## src/rtl/morse_encoder.sv

```systemverilog
// -----------------------------------------------------------------------------
// morse_encoder
//
// Accepts one ASCII byte at a time over a valid/ready handshake and keys
// morse_out with standard Morse unit timing. Only one character is in flight
// at a time, and there is no input queue.
//
// Parameters
//   FINAL_VALUE : clock cycles per Morse unit (>= 2)
//
// Ports
//   clk        in   system clock; all logic on the rising edge
//   reset      in   synchronous, active-high; returns the block to IDLE
//   din        in   [7:0] ASCII character to send
//   din_valid  in   din is presented this cycle
//   ready      out  block can accept a character this cycle
//   morse_out  out  key line, 1 = mark (tone / LED on)
//   busy       out  a character or gap is being sent (~ready)
//   char_done  out  one-cycle pulse when a trailing gap has finished
//   err        out  one-cycle pulse when an accepted byte is unsupported
// -----------------------------------------------------------------------------
module morse_encoder #(
    parameter int FINAL_VALUE = 5_000_000
) (
    input  logic       clk,
    input  logic       reset,
    input  logic [7:0] din,
    input  logic       din_valid,
    output logic       ready,
    output logic       morse_out,
    output logic       busy,
    output logic       char_done,
    output logic       err
);

    localparam int            CW       = $clog2(FINAL_VALUE);
    localparam logic [CW-1:0] CYC_LAST = CW'(FINAL_VALUE - 1);

    localparam logic [2:0] S_IDLE = 3'd0;
    localparam logic [2:0] S_MARK = 3'd1;
    localparam logic [2:0] S_SGAP = 3'd2;
    localparam logic [2:0] S_LGAP = 3'd3;
    localparam logic [2:0] S_WGAP = 3'd4;

    logic [2:0]    state;
    logic [2:0]    state_nxt;
    logic [CW-1:0] cyc;
    logic [2:0]    units;
    logic [2:0]    idx;
    logic [4:0]    pat_r;

    logic [7:0]    upper;
    logic [7:0]    tbl;
    logic [2:0]    tbl_len;
    logic [4:0]    tbl_pat;
    logic          is_space;

    logic          accept;
    logic          tick;
    logic [2:0]    need;
    logic          state_done;
    logic          load;
    logic          err_nxt;
    logic          done_nxt;

    // -------------------------------------------------------------------------
    // Morse table: {len[2:0], pat[4:0]}; pat[len-1] is the first symbol,
    // 1 = dash. len == 0 marks the byte unsupported.
    // -------------------------------------------------------------------------
    always_comb begin
        // NOTE: every always_comb output gets a default first so no path
        // leaves it unassigned, which would infer a latch.
        upper = din;
        if (din >= 8'h61 && din <= 8'h7A) begin
            upper = din - 8'h20;
        end
        tbl = 8'h00;
        case (upper)
            8'h41: tbl = {3'd2, 5'b00001}; // A .-
            8'h42: tbl = {3'd4, 5'b01000}; // B -...
            8'h43: tbl = {3'd4, 5'b01010}; // C -.-.
            8'h44: tbl = {3'd3, 5'b00100}; // D -..
            8'h45: tbl = {3'd1, 5'b00000}; // E .
            8'h46: tbl = {3'd4, 5'b00010}; // F ..-.
            8'h47: tbl = {3'd3, 5'b00110}; // G --.
            8'h48: tbl = {3'd4, 5'b00000}; // H ....
            8'h49: tbl = {3'd2, 5'b00000}; // I ..
            8'h4A: tbl = {3'd4, 5'b00111}; // J .---
            8'h4B: tbl = {3'd3, 5'b00101}; // K -.-
            8'h4C: tbl = {3'd4, 5'b00100}; // L .-..
            8'h4D: tbl = {3'd2, 5'b00011}; // M --
            8'h4E: tbl = {3'd2, 5'b00010}; // N -.
            8'h4F: tbl = {3'd3, 5'b00111}; // O ---
            8'h50: tbl = {3'd4, 5'b00110}; // P .--.
            8'h51: tbl = {3'd4, 5'b01101}; // Q --.-
            8'h52: tbl = {3'd3, 5'b00010}; // R .-.
            8'h53: tbl = {3'd3, 5'b00000}; // S ...
            8'h54: tbl = {3'd1, 5'b00001}; // T -
            8'h55: tbl = {3'd3, 5'b00001}; // U ..-
            8'h56: tbl = {3'd4, 5'b00001}; // V ...-
            8'h57: tbl = {3'd3, 5'b00011}; // W .--
            8'h58: tbl = {3'd4, 5'b01001}; // X -..-
            8'h59: tbl = {3'd4, 5'b01011}; // Y -.--
            8'h5A: tbl = {3'd4, 5'b01100}; // Z --..
            8'h30: tbl = {3'd5, 5'b11111}; // 0 -----
            8'h31: tbl = {3'd5, 5'b01111}; // 1 .----
            8'h32: tbl = {3'd5, 5'b00111}; // 2 ..---
            8'h33: tbl = {3'd5, 5'b00011}; // 3 ...--
            8'h34: tbl = {3'd5, 5'b00001}; // 4 ....-
            8'h35: tbl = {3'd5, 5'b00000}; // 5 .....
            8'h36: tbl = {3'd5, 5'b10000}; // 6 -....
            8'h37: tbl = {3'd5, 5'b11000}; // 7 --...
            8'h38: tbl = {3'd5, 5'b11100}; // 8 ---..
            8'h39: tbl = {3'd5, 5'b11110}; // 9 ----.
            default: tbl = 8'h00;
        endcase
    end

    assign tbl_len  = tbl[7:5];
    assign tbl_pat  = tbl[4:0];
    assign is_space = (din == 8'h20);

    // -------------------------------------------------------------------------
    // Timing: a unit tick every FINAL_VALUE cycles; a state ends on the tick
    // that completes its required number of units.
    // -------------------------------------------------------------------------
    assign accept = din_valid & ready;
    assign tick   = (cyc == CYC_LAST);

    always_comb begin
        case (state)
            S_MARK:  need = pat_r[idx] ? 3'd3 : 3'd1;
            S_SGAP:  need = 3'd1;
            S_LGAP:  need = 3'd3;
            S_WGAP:  need = 3'd4;
            default: need = 3'd1;
        endcase
    end

    assign state_done = (state != S_IDLE) && tick && (units == need - 3'd1);

    always_comb begin
        state_nxt = state;
        load      = 1'b0;
        err_nxt   = 1'b0;
        done_nxt  = 1'b0;
        case (state)
            S_IDLE: begin
                if (accept) begin
                    if (is_space) begin
                        state_nxt = S_WGAP;
                    end else if (tbl_len != 3'd0) begin
                        state_nxt = S_MARK;
                        load      = 1'b1;
                    end else begin
                        err_nxt = 1'b1;
                    end
                end
            end
            S_MARK: begin
                if (state_done) begin
                    state_nxt = (idx == 3'd0) ? S_LGAP : S_SGAP;
                end
            end
            S_SGAP: begin
                if (state_done) begin
                    state_nxt = S_MARK;
                end
            end
            S_LGAP, S_WGAP: begin
                if (state_done) begin
                    state_nxt = S_IDLE;
                    done_nxt  = 1'b1;
                end
            end
            default: state_nxt = S_IDLE;
        endcase
    end

    // -------------------------------------------------------------------------
    // State, counters and registered outputs. Outputs are decoded from the
    // next state so they change on the same edge as the state register.
    // -------------------------------------------------------------------------
    always_ff @(posedge clk) begin
        // NOTE: sequential state uses non-blocking assignments so every
        // register samples pre-edge values regardless of statement order.
        if (reset) begin
            state     <= S_IDLE;
            cyc       <= '0;
            units     <= 3'd0;
            idx       <= 3'd0;
            pat_r     <= 5'd0;
            ready     <= 1'b1;
            morse_out <= 1'b0;
            char_done <= 1'b0;
            err       <= 1'b0;
        end else begin
            state     <= state_nxt;
            ready     <= (state_nxt == S_IDLE);
            morse_out <= (state_nxt == S_MARK);
            char_done <= done_nxt;
            err       <= err_nxt;

            if (load) begin
                pat_r <= tbl_pat;
                idx   <= tbl_len - 3'd1;
            end else if (state == S_MARK && state_done && idx != 3'd0) begin
                idx <= idx - 3'd1;
            end

            // Counters restart on every state entry and stay parked in IDLE.
            if (state_nxt != state || state == S_IDLE) begin
                cyc   <= '0;
                units <= 3'd0;
            end else if (tick) begin
                cyc   <= '0;
                units <= units + 3'd1;
            end else begin
                cyc <= cyc + 1'b1;
            end
        end
    end

    assign busy = ~ready;

endmodule

```

## config.mk

```make
export PLATFORM = sky130hd
export DESIGN_NAME = morse_encoder
export DESIGN_NICKNAME = d
export VERILOG_FILES = /design/src/rtl/morse_encoder.sv
export SDC_FILE = /design/constraint.sdc
export NUM_CORES = 1
export LEC_CHECK = 0
export CAP_MARGIN = 20
export CORE_ASPECT_RATIO = 1.1
export CORE_MARGIN = 2
export CORE_UTILIZATION = 40
export DETAILED_ROUTE_END_ITERATION = 8
export GPL_ROUTABILITY_DRIVEN = 0
export PLACE_DENSITY = 0.64
export SYNTH_ARGS = -nofsm -noshare
export SYNTH_HDL_FRONTEND = slang
export SYNTH_SLANG_ARGS = --single-unit
```

## constraint.sdc

```tcl
create_clock -name clk -period 4.1 [get_ports clk]
set_input_delay 0.82 -clock clk [delete_from_list [all_inputs] [get_ports clk]]
set_output_delay 0.82 -clock clk [all_outputs]
set_load 0.05 [all_outputs]
```

# Word-level counts from Yosys, hierarchy flattened

Memories as Yosys holds them, arrays and structs flattened.
Cells that the tools add are included.

Logic and storage cells: 73
Input bits: 11
RAM bits: 0
Bits in registers: 41
Memories: 1
ROM bits: 1024
Bits in latches: 0

Multiplexer cells: 22
$lt $le $gt $ge: 3
Divide/modulo/power cells: 0
Bitwise logic cells: 5
Eq/ne operators: 9
$add $sub $neg: 6
Multiply operators: 0
Reduce and logical (&&, ||, !) cells: 18
Shifts and indexed selects: 0

Memory list:

| memory          | depth | width | rd ports | clocked after memory_dff | write ports | line | source |
|---|---|---|---|---|---|---|---|
| (no name shown) | 128   | 8     | 1        | 0                        | 0           | 78   | `case (upper)` |

Operators by type and width:

| kind                    | count |
|---|---|
| $mux W3                 | 8 |
| $add A23 B1 Y23 const B | 1 |
| $eq A23 B23 Y1 const B  | 1 |
| $mux W8                 | 2 |
| $pmux W3 S4             | 1 |
| $logic_not A3 Y1        | 3 |
| $pmux W3 S3             | 1 |
| $reduce_bool A3 Y1      | 3 |
| $sub A3 B1 Y3 const B   | 3 |
| $eq A8 B6 Y1 const B    | 1 |
| $ge A8 B7 Y1 const B    | 1 |
| $le A8 B7 Y1 const B    | 1 |
| $mux W1                 | 8 |
| $sub A8 B6 Y8 const B   | 1 |
| $eq A3 B1 Y1 const B    | 2 |
| $eq A3 B2 Y1 const B    | 2 |
| $reduce_or A2 Y1        | 3 |
| $logic_and A1 B1 Y1     | 5 |
| $lt A3 B4 Y1 const B    | 1 |
| $not A1 Y1              | 4 |
| $reduce_or A4 Y1        | 1 |
| $add A3 B1 Y3 const B   | 1 |
| $bmux W1 S3             | 1 |
| $eq A3 B3 Y1            | 1 |
| 7 further kinds         | 7 |

# Longest topological paths before layout

Gate-level depths: netlist of run 1.
An unclocked memory read counts as a cell.

Word-level depth: 13
Gate-level depth with buffers: 13
Depth with buffers taken out: 12

# Worst setup path before layout of run 1

No wires, ideal clock.

Kind: in2reg
From: input port din[1]
To: register idx[2]
Data arrival time: 3100 ps
Path slack: 921 ps
Path buffers: 1
Stages on the path: 12
Setup time: 79 ps
Path through: buf_2 -> inv_1 -> ha_1 -> mux4_2 -> a211o_1 -> o2111a_2 -> a21oi_4 -> a21oi_1 -> ha_1 -> xor2_1 -> o21ai_1 -> a211oi_2

Cells in the longest elaborated chain, start to end: 11

RTL lines:

| element                                       | line | source |
|---|---|---|
| start: declaration                            | 27   | `input logic [7:0] din,` |
| $ge A8 B7 Y1 or $le A8 B7 Y1 (tied branches)  | 74   | `if (din >= 8'h61 && din <= 8'h7A) begin` |
| $logic_and A1 B1 Y1                           | 74   |  |
| $mux W8                                       | 74   |  |
| $mem_v2 Z128 W8                               | --   |  |
| $mux W8                                       | 78   |  |
| $reduce_bool A3 Y1                            | 152  | `end else if (tbl_len != 3'd0) begin` |
| $mux W1                                       | 152  |  |
| $mux W1                                       | 150  | `if (is_space) begin` |
| $mux W1                                       | 149  | `if (accept) begin` |
| $mux W1                                       | 147  | `case (state)` |
| $mux W3 or $reduce_bool A2 Y1 (tied branches) | --   |  |
| end signal: assignment                        | 206  | `idx <= tbl_len - 3'd1;` |
| end signal: assignment                        | 208  | `idx <= idx - 3'd1;` |
| end: declaration                              | 49   | `logic [2:0] idx;` |

Parallel ways exist; a longest one is shown, timed or not.
A chain may end at the register's enable or synchronous reset.

# Worst setup path after layout of run 1

From: input port din[0]
To: register idx[2]

Same word-level chain as after synthesis.

==> flow_summary.toml, run 1 <==
[status]
run_status = "complete, no violations"

[yosys]
postSynthNetCount = 358
yosys_warnings = 0
netlist_top_cells_count = "sky130_fd_sc_hd__nor2_1 (48), sky130_fd_sc_hd__dfxtp_1 (41), sky130_fd_sc_hd__nand2_1 (26)"
synth_cell_type_count = 75
syn-mean-instance-area_um2 = 8.41
ys_async_sr_fraction = 0
most_common_cell_in_the_netlist = "sky130_fd_sc_hd__nor2_1"
yosys_register_bits = 41
syn-instance-count = 334
synth.area.top_cells = "sky130_fd_sc_hd__dfxtp_1 (29%), sky130_fd_sc_hd__nor2_1 (6.4%), sky130_fd_sc_hd__ha_1 (5.8%)"
post_synthesis_cell_area_um2 = 2810
synth_flop_cell = "sky130_fd_sc_hd__dfxtp_1"
edff_count_synth = 0
synth.top_cell.area_share = 0.292
synth_sequential_area_ratio = 0.292
synth_area_leader_cell = "sky130_fd_sc_hd__dfxtp_1"

[sta]
number_of_failing_setup_endpoints_in_the_final_timing_report = 0
timing.max_slew.rel_slack = 0.427
timing.final.crit_share = 0.864
report.final.hold_viol_count = 0
grt_setup_unrepaired = "false"
finalMaxSlewViolations = 0
final.min_clock_period_ns = 3.54
fmaxAchievable_mhz = 282
worst_slew_pin_slew_ns = 0.860
timing.clock.skew_ns = 0.00694
tns_ns = 0

[worst_setup_path]
critPathCaptureType = "flop"
setup.worst_path.class = "primary input to flop"
cp-start-kind = "primary input"
arrival_ns = 3.76
crit_path_max_fanout = 8
cp_data_required_time_ns = 4.31

[clock_tree]
numCtsBuffers = 5
cts_num_sinks = 41
root_buffer_master = "sky130_fd_sc_hd__clkbuf_8"
cts_hold_repair.buffers = 0
clkTransAtPathRegs_ns = 0.08
insertion_delay_ns = 0.29
cts_tree = "yes"
clock_path_buffers = 2
post_cts.resized_instances = 0
post_cts_setup_repair_buffer_count = 0
htree_num_levels = 2

[floorplanning]
core_region_area_um2 = 6930
fp.dieW_um = 83.9
die_area_um2 = 7710
start_util = 0.406
io_pins = 16
floorplan.die.height_um = 91.9
placement_rows = 32

[placed_design]
dpl-instance-area_um2 = 3000
port_buffers = 15
place_hpwl_um = 4370

[grt]
globalRouteTotalUtil = 0.158
grt_max_degree = 28
antenna_found_initial = 0
first_global_vias = 2198
met3_usage = 0.0216
met2_usage = 0.259
grtUsageMet1 = 0.212
first_pass_grt_wire_length_um = 10100
grt.overflow.total = 0
grt_busiest_layer = "met2"

[pwr]
powerDensity_nw_per_um2 = 270
leakagePower_nw = 1.09
worst_vdd_drop_mv = 0.204
finalPower_w = 0.000838

[routing]
drt-initial-drc-count = 59
postRouteAntennaNets = 0
routed_wl_um = 5900
wl_per_cell_um = 13.7
drt-pass1-iter-count = 4
drc = 0
post_drt_via_cell_ratio = 5.60
num_vias = 2420

[worst_hold_path]
hp-class = "flop to flop"

[final_layout]
final_instance_area_um2 = 3100
drive_above_1_share = 0.112
fin_nets = 370
area_delta_synth_final_pct = 10.4
antenna_cells = 0

[run]
maxCapViolCount = 0
cell usage in the layout, fill, tap and decap left out, types with 5 or more instances in the layout:
cell type / netlist / final
sky130_fd_sc_hd__buf_4: 1 / 7
sky130_fd_sc_hd__and3_1: 5 / 5
sky130_fd_sc_hd__inv_1: 10 / 10
sky130_fd_sc_hd__xnor2_1: 7 / 7
sky130_fd_sc_hd__clkbuf_8: 0 / 6
sky130_fd_sc_hd__nor2_1: 48 / 48
sky130_fd_sc_hd__dfxtp_1: 41 / 41
sky130_fd_sc_hd__nand2_1: 26 / 26
sky130_fd_sc_hd__o21ai_0: 5 / 5
sky130_fd_sc_hd__ha_1: 13 / 13
sky130_fd_sc_hd__a21oi_1: 17 / 17
sky130_fd_sc_hd__nand4_1: 7 / 7
sky130_fd_sc_hd__nor3_1: 10 / 10
sky130_fd_sc_hd__nand3_1: 10 / 10
sky130_fd_sc_hd__mux2i_1: 7 / 7
sky130_fd_sc_hd__xor2_1: 18 / 18
sky130_fd_sc_hd__nor4_1: 5 / 5
sky130_fd_sc_hd__clkdlybuf4s50_1: 0 / 15
sky130_fd_sc_hd__nand3b_1: 7 / 7
stage by stage:
step | hold WS (ns) | std cells | setup slack (ns) | utilization
2_1_floorplan | 0.413 | 334 | 0.921 | -
3_3_place_gp | 0.428 | 424 | 0.358 | 0.434
3_5_place_dp | 0.434 | 424 | 0.261 | 0.434
4_1_cts | 0.448 | 432 | 0.562 | 0.448
5_1_grt | 0.464 | 432 | 0.399 | 0.448
6_report | 0.445 | 432 | 0.559 | 0.448
critical path: stages:
cell	delay (ns)
sky130_fd_sc_hd__clkdlybuf4s50_1	0.56
sky130_fd_sc_hd__inv_2	0.11
sky130_fd_sc_hd__ha_1	0.25
sky130_fd_sc_hd__mux4_2	0.49
sky130_fd_sc_hd__a211o_1	0.33
sky130_fd_sc_hd__o2111a_2	0.20
sky130_fd_sc_hd__a21oi_4	0.23
sky130_fd_sc_hd__a21oi_1	0.11
sky130_fd_sc_hd__ha_1	0.23
sky130_fd_sc_hd__xor2_1	0.15
sky130_fd_sc_hd__o21ai_1	0.10
sky130_fd_sc_hd__a211oi_2	0.19
metal layers:
| metal | part of all wire | up-vias |
|---|---|---|
| met5 | 0 | - |
| met2 | 0.47 | 50 |
| met3 | 0.038 | 7 |
| met1 | 0.48 | 1137 |
| li1 | - | 1226 |
| met4 | 0.013 | 0 |
power by group:
group / switching [W] / internal, W
Combinational: 0.0000895 / 0.0000636
Clock: 0.000138 / 0.000136
Sequential: 0.00000701 / 0.000404
registers in the layout (all words and copies together), names as in the netlist:
name and cells:
units 3, state 3, err 1, cyc 23
char_done 1, ready 1, pat_r 5, idx 3
morse_out 1
cells by family (layout without fill, tap and decap cells):
family,after synthesis,count (layout),synth area share
and+or+nand+nor,152,152,0.294
AOI/OAI and AO/OA,63,63,0.168
buffers and inverters,29,42,0.0566
muxes,11,11,0.0530
xor gates and xnor gates,25,25,0.0780
adders and majority gates,13,13,0.0579
DFF,41,41,0.292
cell type report:
type                            instances  area (um^2)
Inverter                               12         45.0
Clock inverter                          2         13.8
Sequential cell                        41          821
Multi-Input combinational cell        264         1830
Clock buffer                            6         82.6
Fill cell                             696         3830
Tap cell                               85          106
Timing Repair Buffer                   22          203
path summary, 6_finish.rpt:
path | slack, ns | depth (start not counted) | from | endpoint
max reg2reg | 1.02 | 12 | idx[0] | idx[2]
min | 0.45 | 1 | cyc[0] | cyc[0]
min reg2reg | 0.45 | 1 | cyc[0] | cyc[0]
max | 0.56 | 12 | din[0] | idx[2]
Power figures use the tool's default switching activity.
==> run 2: changes to the inputs <==
- CORE_MARGIN: 2 -> 1
- CORE_UTILIZATION: 40 -> 60
- PLACE_DENSITY: 0.64 -> 0.87
==> flow_summary.toml, run 2 (synthesis results as in run 1) <==
[clock_tree]
root_buffer_master = "sky130_fd_sc_hd__clkbuf_8"
cts_hold_repair.buffers = 0
post_cts_setup_repair_buffer_count = 0
post_cts.resized_instances = 0
cts_num_sinks = 41
clock_path_buffers = 2
cts_tree = "yes"
numCtsBuffers = 5
insertion_delay_ns = 0.29
htree_num_levels = 2
clkTransAtPathRegs_ns = 0.08

[pwr]
clkPwrFrac = 0.376
finalPower_w = 0.000908
worst_vdd_drop_mv = 0.124
netSwitchingPower_w = 0.000241
power.switching_fraction = 0.266
combinational_power_share = 0.172
leakagePower_nw = 1.11
share_seq_of_total_power = 0.452
cellInternalPower_w = 0.000667
powerDensity_nw_per_um2 = 293

[worst_setup_path]
r2r-end = "idx[2]"
crit-reg2reg-launch = "idx[0]"
crit_path_start = "din[2]"
arrival_ns = 3.77
setup.worst_path.class = "primary input to flop"
crit_path_max_fanout = 16
worstPathCellList = "clkdlybuf4s50_1 > buf_4 > nor3_1 > nor4_1 > a21oi_1 > a21oi_4 > a21oi_1 > ha_1 > xor2_1 > o21ai_1 > a211oi_2"
library_cell_contributing_the_largest_single_delay_on_the_critical_path = "sky130_fd_sc_hd__clkdlybuf4s50_1"
r2r_setup_slack_ns = 1.09
cp-start-kind = "primary input"
worst_path_most_repeated_cell = "sky130_fd_sc_hd__a21oi_1"
rr_worst_depth = 12
critPathCaptureType = "flop"
stage_delay_of_the_slowest_cell_on_the_critical_path_ns = 0.86
cp_data_required_time_ns = 4.32

[worst_hold_path]
holdPathStages = 1
min_to = "cyc[0]"
min_from = "cyc[0]"
hp-class = "flop to flop"

[run]
maxCapViolCount = 0

[sta]
timing.clock.skew_ns = 0.00231
worst_slew_pin_slew_ns = 0.833
finalMaxSlewViolations = 0
tns_ns = 0
number_of_failing_setup_endpoints_in_the_final_timing_report = 0
report.final.hold_viol_count = 0
grt_setup_unrepaired = "false"
final.min_clock_period_ns = 3.55
timing.final.crit_share = 0.866
fmaxAchievable_mhz = 282
timing.max_slew.rel_slack = 0.445

[floorplanning]
floorplan.die.height_um = 73.8
io_pins = 16
fp.dieW_um = 67.2
die_area_um2 = 4960
core_region_area_um2 = 4380
start_util = 0.641
placement_rows = 25

[final_layout]
fin_nets = 372
most-common-layout-cells = "sky130_fd_sc_hd__nor2_1 (48), sky130_fd_sc_hd__dfxtp_1 (41), sky130_fd_sc_hd__nand2_1 (26)"
antenna_cells = 0
area_delta_synth_final_pct = 10.4
fillCellCount = 356
seqCellArea_um2 = 821
largest-register = "cyc"
reg.largest.list = "cyc: 23 flops, pat_r: 5 flops"
largest_register_ff_count = 23
multi_input_comb_area_um2 = 1830
mostFrequentLayoutCell = "sky130_fd_sc_hd__nor2_1"
drive_above_1_share = 0.117

[routing]
drt-initial-drc-count = 176
drc = 0
postRouteAntennaNets = 0
num_vias = 2472
post_drt_via_cell_ratio = 6.13
drt-pass1-iter-count = 4
routed_wl_um = 6090
wl_per_cell_um = 15.1
wl_met2_um = 3020
met3_length_um = 199
drt-met1-wl_um = 2740
top_signal_layer_used = "met4"

[grt]
first_pass_grt_wire_length_um = 10100
grt.overflow.total = 0
antenna_found_initial = 0
globalRouteTotalUtil = 0.263
first_global_vias = 2314
grt_max_degree = 24

[placed_design]
place_hpwl_um = 4390
port_buffers = 15

[status]
run_status = "complete, no violations"
## run 2: cell count changes in the layout (fill, tap and decap cells not counted)
| cell | delta |
|---|---|
| sky130_fd_sc_hd__buf_4 | +2 |
| sky130_fd_sc_hd__clkinv_4 | -1 |
| sky130_fd_sc_hd__clkinv_2 | -1 |
| sky130_fd_sc_hd__bufinv_16 | +1 |
| sky130_fd_sc_hd__clkinvlp_4 | +1 |
## run 2: worst max-delay path: cells and delay by family
| family | cells | cell delay (ns) |
|---|---|---|
| compound gates | 5 | 0.91 |
| xor+xnor | 1 | 0.16 |
| fa+ha+maj | 1 | 0.24 |
| buf+inv | 2 | 1.12 |
| simple gates | 2 | 0.52 |
## run 2: layer usage
metal / vias to the layer above / global-route usage
met4: 0 / 0.106
li1: 1230 / -
met3: 14 / 0.0373
met5: - / 0
met1: 1159 / 0.324
met2: 69 / 0.451
## run 2: metrics by stage
step	hold slack, ns	instance area, um^2	std cells	setup WS, ns	util
5_1_grt	0.497	3100	403	0.400	0.708
2_1_floorplan	0.413	2810	334	0.921	-
3_5_place_dp	0.444	2980	395	0.348	0.681
3_3_place_gp	0.424	2980	395	0.448	0.681
4_1_cts	0.455	3100	403	0.635	0.708
6_report	0.454	3100	403	0.548	0.708
## run 2: power by group through the flow
stage	clock network, W	registers (W)	logic [W]
finish	0.000342	0.000411	0.000156
global route	0.000358	0.000412	0.000169
CTS	0.000341	0.000411	0.000154
detailed placement	0	0.000420	0.000154
global placement	0	0.000420	0.000150
floorplan	0	0.000427	0.000105
## run 2: worst max path at each step
stage / endpoint / depth (start not counted)
after floorplan: idx[2] / 12
after global placement: idx[2] / 13
after detailed placement: idx[2] / 11
after CTS: idx[2] / 11
after global routing: idx[2] / 11
final: idx[2] / 11
## run 2: final cells by class
class | count | area share
timing repair buffer | 24 | 0.0702
inverter | 12 | 0.0145
clock buffer | 6 | 0.0266
clock inverter | 2 | 0.0121
tap | 54 | 0.0218
sequential | 41 | 0.265
multi-input combinational | 264 | 0.590
==> run 3: changes to the inputs <==
- CTS_BUF_LIST: unset -> sky130_fd_sc_hd__clkbuf_8
==> results of run 3 <==
Final layout, timing and power as in run 2 (identical DEF).
